[config.mk]
export PLATFORM = sky130hd
export DESIGN_NAME = baser_257b_generator
export DESIGN_NICKNAME = d
export VERILOG_FILES = /design/src/rtl/baser_pkg.sv /design/src/rtl/baser_257b_compress.sv /design/src/rtl/baser_257b_generator.sv
export SDC_FILE = /design/constraint.sdc
export NUM_CORES = 1
export LEC_CHECK = 0
export BUFFER_PORTS_ARGS = -buffer_cell sky130_fd_sc_hd__buf_2
export CORE_MARGIN = 5
export CORE_UTILIZATION = 55
export DETAILED_ROUTE_END_ITERATION = 10
export PLACE_DENSITY = 0.89
export SETUP_SLACK_MARGIN = 0.5
export SLEW_MARGIN = 20
export SYNTH_ARGS = -nofsm -noshare
export SYNTH_HDL_FRONTEND = slang
export SYNTH_SLANG_ARGS = --single-unit
[constraint.sdc]
create_clock -name clk -period 20.4 [get_ports clk]
set_input_delay 2.04 -clock clk [delete_from_list [all_inputs] [get_ports clk]]
set_output_delay 2.04 -clock clk [all_outputs]
set_load 0.02 [all_outputs]
[src/rtl/baser_pkg.sv]
// Shared 64b/66b -> 256b/257b definitions: sync headers, widths and type-field geometry.
package baser_pkg;

    localparam logic [1:0] SH_DATA = 2'b01;
    localparam logic [1:0] SH_CTRL = 2'b10;

    localparam int unsigned SH_W         = 2;
    localparam int unsigned BLK_PER_TC   = 4;
    localparam int unsigned CNT_W        = 32;
    // Upper nibble of the 8-bit control block type field sits at payload[7:4]
    localparam int unsigned TYPE_NIB_LSB = 4;
    localparam int unsigned TYPE_NIB_W   = 4;

    // Transcoded word width for a given 66b payload width
    function automatic int unsigned tc_width(input int unsigned dw);
        return BLK_PER_TC * dw + 1;
    endfunction

    localparam int unsigned TC_W_257 = tc_width(64);

    // A header is legal only if it marks a data or a control block
    function automatic logic hdr_legal(input logic [1:0] h);
        return (h == SH_DATA) || (h == SH_CTRL);
    endfunction

endpackage

[src/rtl/baser_257b_compress.sv]
// Combinational 4x66b -> 257b transcoder: all-data pass-through or flagged
// control form with the first non-data block's upper type nibble dropped.
module baser_257b_compress
    import baser_pkg::*;
#(
    parameter int unsigned DATA_WIDTH = 64,
    parameter int unsigned TC_WIDTH   = tc_width(DATA_WIDTH)
) (
    input  logic [BLK_PER_TC*DATA_WIDTH-1:0] payloads,
    input  logic [BLK_PER_TC*SH_W-1:0]       headers,
    output logic [TC_WIDTH-1:0]              tc_coded_c,
    output logic                             tc_err_c
);

    localparam int unsigned DW     = DATA_WIDTH;
    localparam int unsigned COMP_W = BLK_PER_TC * DW - TYPE_NIB_W;
    localparam int unsigned NIB_HI = TYPE_NIB_LSB + TYPE_NIB_W;

    logic [DW-1:0]         p [BLK_PER_TC];
    logic [BLK_PER_TC-1:0] data_flags;
    logic [1:0]            first_nd;
    logic                  found;
    logic [COMP_W-1:0]     comp;

    // Classify blocks, locate the first non-data block and build the output word
    always_comb begin
        data_flags = '0;
        first_nd   = 2'd0;
        found      = 1'b0;
        tc_err_c   = 1'b0;
        comp       = '0;
        tc_coded_c = '0;
        for (int i = 0; i < int'(BLK_PER_TC); i++) begin
            p[i]          = payloads[i*DW +: DW];
            data_flags[i] = (headers[i*SH_W +: SH_W] == SH_DATA);
            if (!hdr_legal(headers[i*SH_W +: SH_W])) begin
                tc_err_c = 1'b1;
            end
            if (!found && !data_flags[i]) begin
                first_nd = 2'(i);
                found    = 1'b1;
            end
        end
        case (first_nd)
            2'd0:    comp = {p[3], p[2], p[1], p[0][DW-1:NIB_HI], p[0][TYPE_NIB_LSB-1:0]};
            2'd1:    comp = {p[3], p[2], p[1][DW-1:NIB_HI], p[1][TYPE_NIB_LSB-1:0], p[0]};
            2'd2:    comp = {p[3], p[2][DW-1:NIB_HI], p[2][TYPE_NIB_LSB-1:0], p[1], p[0]};
            default: comp = {p[3][DW-1:NIB_HI], p[3][TYPE_NIB_LSB-1:0], p[2], p[1], p[0]};
        endcase
        if (&data_flags) begin
            tc_coded_c = {payloads, 1'b1};
        end else begin
            tc_coded_c = {comp, data_flags, 1'b0};
        end
    end

endmodule

[src/rtl/baser_257b_generator.sv]
// Gathers four 66b blocks and emits one registered 257b transcoded word.
// Optional statistics counters: define BASER_257B_GEN_STATS_EN.
module baser_257b_generator
    import baser_pkg::*;
#(
    parameter int unsigned DATA_WIDTH = 64,
    parameter int unsigned TC_WIDTH   = tc_width(DATA_WIDTH)
) (
    input  logic                  clk,
    input  logic                  i_rst,
    input  logic                  i_valid,
    input  logic [DATA_WIDTH+1:0] i_block,
    input  logic                  i_restart,
    output logic                  o_valid,
    output logic [TC_WIDTH-1:0]   o_tc_coded,
    output logic                  o_tc_err,
    output logic [CNT_W-1:0]      o_block_count,
    output logic [CNT_W-1:0]      o_data_count,
    output logic [CNT_W-1:0]      o_ctrl_count,
    output logic [CNT_W-1:0]      o_inv_block_count
);

    localparam int unsigned NSTORE = BLK_PER_TC - 1;

    logic [1:0]                          slot_q;
    logic [DATA_WIDTH-1:0]               pay_q [NSTORE];
    logic [SH_W-1:0]                     hdr_q [NSTORE];
    logic                                accept_c;
    logic                                last_c;
    logic [BLK_PER_TC*DATA_WIDTH-1:0]    payloads_c;
    logic [BLK_PER_TC*SH_W-1:0]          headers_c;
    logic [TC_WIDTH-1:0]                 tc_c;
    logic                                err_c;

    // Accept qualification; the fourth block goes straight from the input to the compressor
    always_comb begin
        accept_c   = i_valid && !i_restart;
        last_c     = accept_c && (slot_q == 2'd3);
        payloads_c = {i_block[DATA_WIDTH-1:0], pay_q[2], pay_q[1], pay_q[0]};
        headers_c  = {i_block[DATA_WIDTH+1:DATA_WIDTH], hdr_q[2], hdr_q[1], hdr_q[0]};
    end

    baser_257b_compress #(
        .DATA_WIDTH (DATA_WIDTH),
        .TC_WIDTH   (TC_WIDTH)
    ) u_compress (
        .payloads   (payloads_c),
        .headers    (headers_c),
        .tc_coded_c (tc_c),
        .tc_err_c   (err_c)
    );

    // Slot counter and storage of blk0..blk2; restart discards the partial group
    always_ff @(posedge clk or posedge i_rst) begin
        if (i_rst) begin
            slot_q <= 2'd0;
            for (int i = 0; i < int'(NSTORE); i++) begin
                pay_q[i] <= '0;
                hdr_q[i] <= '0;
            end
        end else if (i_restart) begin
            slot_q <= 2'd0;
            for (int i = 0; i < int'(NSTORE); i++) begin
                pay_q[i] <= '0;
                hdr_q[i] <= '0;
            end
        end else if (accept_c) begin
            slot_q <= slot_q + 2'd1;
            for (int i = 0; i < int'(NSTORE); i++) begin
                if (slot_q == 2'(i)) begin
                    pay_q[i] <= i_block[DATA_WIDTH-1:0];
                    hdr_q[i] <= i_block[DATA_WIDTH+1:DATA_WIDTH];
                end
            end
        end
    end

    // Output word and error are captured only on a group's final block and held otherwise
    always_ff @(posedge clk or posedge i_rst) begin
        if (i_rst) begin
            o_valid    <= 1'b0;
            o_tc_coded <= '0;
            o_tc_err   <= 1'b0;
        end else begin
            o_valid <= last_c;
            if (last_c) begin
                o_tc_coded <= tc_c;
                o_tc_err   <= err_c;
            end
        end
    end

`ifdef BASER_257B_GEN_STATS_EN
    // Running statistics, updated together with the word they describe
    always_ff @(posedge clk or posedge i_rst) begin
        if (i_rst) begin
            o_block_count     <= '0;
            o_data_count      <= '0;
            o_ctrl_count      <= '0;
            o_inv_block_count <= '0;
        end else if (last_c) begin
            o_block_count <= o_block_count + CNT_W'(1);
            if (tc_c[0]) begin
                o_data_count <= o_data_count + CNT_W'(1);
            end else begin
                o_ctrl_count <= o_ctrl_count + CNT_W'(1);
            end
            if (err_c) begin
                o_inv_block_count <= o_inv_block_count + CNT_W'(1);
            end
        end
    end
`else
    assign o_block_count     = '0;
    assign o_data_count      = '0;
    assign o_ctrl_count      = '0;
    assign o_inv_block_count = '0;
`endif

endmodule

==> metrics <==
run status complete, no violations; type of origin of the critical path input port; crit path cell chain buf_6, nand3b_4, clkinv_8, buf_6, nand4_1, o211ai_1; Post-synth EDFFs 0; logic depth of the worst setup path including buffers 6; worst-margin pin slew 1130 ps; DRC violations left 0; Initial Utilization 55.6%; area added between synthesis and finish 12.7%; total setup buffers inserted after CTS 0; placed cells between 2000 and 3000; average wire per standard cell roughly 21 µm; number of nets in the layout between 2000 and 3000; global-route wire length before repair roughly 100000 µm; hold-fix buffers at CTS 0; sequential fraction of design power between 40% and 50%; sum of buffers and inverters on the critical path 3; final setup fails 0; Worst path most repeated cell sky130_fd_sc_hd__buf_6; maximum number of pins on one net before global-route repair 186; LEAKAGE 11.7 nW; # clock sinks between 400 and 500; Required @ worst endpoint around 21000 ps; vertical die dimension 205 µm; maximum resistive drop on vdd between 70 and 80 µV; overall overflow remaining after global route 0; worst-case hold slack around 470 ps; wirelength, routed roughly 64000 µm; predominant post-synthesis flop cell sky130_fd_sc_hd__dfrtp_1; DR iter-0 viols ~2100; proportion of power drawn by the clock network a little under two fifths; post-synthesis cell type count 29; maximum fanout count along the critical path approximately 190; Final Cycle Share 23.8%; main area contributors after synthesis sky130_fd_sc_hd__dfrtp_1 55%, sky130_fd_sc_hd__nand2_1 14%, sky130_fd_sc_hd__buf_4 5.0%, sky130_fd_sc_hd__a21oi_1 4.8%, sky130_fd_sc_hd__mux2i_1 3.3%; power density over cell area ~100 nW/µm²; min Tclk post-route approximately 4900 ps; Netlist Area Pre-Place about 21000 µm²; drt via density 5.94; number of resized instances in the post-cts repair step 0; area share of the largest cell type after synthesis about 55%; first-pass iteration count of the detailed router 7; DRT antenna net count 0; worst setup skew after layout approximately 15 ps; Yosys warnings 0; most repeated cell in the gate-level netlist after synthesis sky130_fd_sc_hd__nand2_1; die outline area approximately 42000 µm²; worst endpoint data arrival time around 5300 ps; cell internal pwr roughly 1.6 mW; number of H-tree branching levels 2; dpl hpwl 40300 µm; Fin. Hold Viols 0; achievable clock frequency around 0.2 GHz; setup repair after global routing missed its margin no; maximum buffer depth of the clock tree 3; horizontal die dimension between 200 and 250 µm; logic gate share of total power 17.3%; end-of-flow core utilization between 60% and 70%; element type at the critical path end flip-flop; number of cells traversed by the worst hold path 2; net switching power ~0.73 mW; fill cell total of the finished layout 3027; GRT Util Overall between 20% and 30%; Worst Hold Class reg2reg; worst path setup slack after routing between 15000 and 20000 ps; post-synthesis sequential element count 459; number of pins with negative max-slew slack in the final report 0; switching power share of the total a little under a third; leading post-synthesis cells by instance count 772 x sky130_fd_sc_hd__nand2_1, 459 x sky130_fd_sc_hd__dfrtp_1, 198 x sky130_fd_sc_hd__a21oi_1, 139 x sky130_fd_sc_hd__buf_4, 110 x sky130_fd_sc_hd__o21ai_0; post-place setup slack around 15000 ps; PnR Total Power 2.37 mW; placer congestion estimate between 0.8 and 0.9; Post-DP Area 21900 µm²; standard cell with the maximum stage delay on the critical path sky130_fd_sc_hd__nand3b_4; input/output buffers around 330; source-to-sink clock delay at the later pin of the worst-skew pair just under 600 ps; share of layout cells above drive strength 1 17.6%; antenna violations before repair 1; count of vias placed by the detailed router 18200; critical path type in2reg; cell type contributing the most total cell area after synthesis sky130_fd_sc_hd__dfrtp_1; Final Instance Area between 20000 and 25000 µm²; cells on worst reg2reg path 6; placement row count 71; Non-Filler Instances ~3100; Core ar. 37500 µm²; number of max-cap violations 0; root buffer cell sky130_fd_sc_hd__clkbuf_16; max_slew headroom about a quarter; share of synthesized area occupied by flip-flops and latches 55.1%; async set-reset flop share out of synthesis between 90% and 100%; clock-pin slew on the worst setup and hold paths ~60 ps; total clock buffers created by CTS 46; Ports between 400 and 500; cell count after synthesis 2306; accumulated negative setup slack 0 ps; Post-Syn Area per Cell 9.04 µm²; vias in the first global route 17800; kind of cell adding the most delay to the critical path buffers and inverters; delay of the slowest cell on the worst path about 740 ps; CTS tree yes
==> power by group through the flow <==
| stage | logic, mW | clock network, mW | registers [mW] |
|---|---|---|---|
| 2_1_floorplan | 0.178 | 0 | 1.17 |
| 3_3_place_gp | 0.393 | 0 | 1.09 |
| 3_5_place_dp | 0.407 | 0 | 1.09 |
| 4_1_cts | 0.410 | 0.886 | 1.08 |
| 5_1_grt | 0.442 | 0.928 | 1.09 |
| 6_report | 0.410 | 0.882 | 1.08 |
==> cell usage in the layout (no fill, tap or decap), drive strengths merged, types with 2 or more instances in the layout <==
master and count:
clkinv 8, nand4 65, buf 349, ha 8, nand3 66, bufinv 3
o211ai 64, a21oi 198, clkinvlp 2, inv 9, nand2 772, dfrtp 459
mux2i 69, conb 128, a31oi 64, clkbuf 68, o21ai 140, and2 6
nor2 66
==> logic make-up after synthesis <==
group,share of synthesized area [%]
mux,3.31
xor+xnor,0.0420
other cells,0.0180
buf+inv,9.40
flops,55.1
compound gates,12.6
fa+ha+maj,0.480
simple gates,19.0
==> area by class of cell <==
class / instances / area [µm²] / share of cell area [%]
repair buffers: 349 / 1810 / 7.71
well taps: 511 / 639 / 2.72
flip-flops and latches: 459 / 11500 / 48.9
multi-input cells: 1651 / 7920 / 33.7
diodes: 1 / 2.50 / 0.0107
inverters: 9 / 53.8 / 0.229
clock buffers: 68 / 1420 / 6.04
clock inverters: 13 / 153 / 0.650
==> flip-flops by register name, indices dropped and copies added (netlist names) <==
name,cells
hdr_q,6
o_tc_coded,257
o_tc_err,1
o_valid,1
pay_q,192
slot_q,2
==> tightest hold or removal path: cells and delay by family (launching register included) <==
family / cells / cell delay, ps
flops: 1 / 340
simple gates: 2 / 100
==> routing by layer <==
metal	track usage (%)	vias to the layer above	share of wire [%]
met5	0	-	0
met4	12.3	0	4.6
met3	6.81	223	11
met2	47.0	1288	47
met1	40.5	8803	37
li1	-	7864	-
==> final timing paths <==
check,start,to,slack [ps]
worst max register to register,slot_q[0],o_tc_coded[26],16970
worst min-delay path,o_tc_coded[204],o_tc_coded[204],470
worst min register to register,o_tc_coded[204],o_tc_coded[204],470
min in group asynchronous,i_rst,o_tc_coded[7],1630
max in group asynchronous,i_rst,o_tc_coded[111],15800
worst max-delay path,i_restart,o_tc_coded[26],15540
Note: power is estimated with default switching activity, not from simulation.
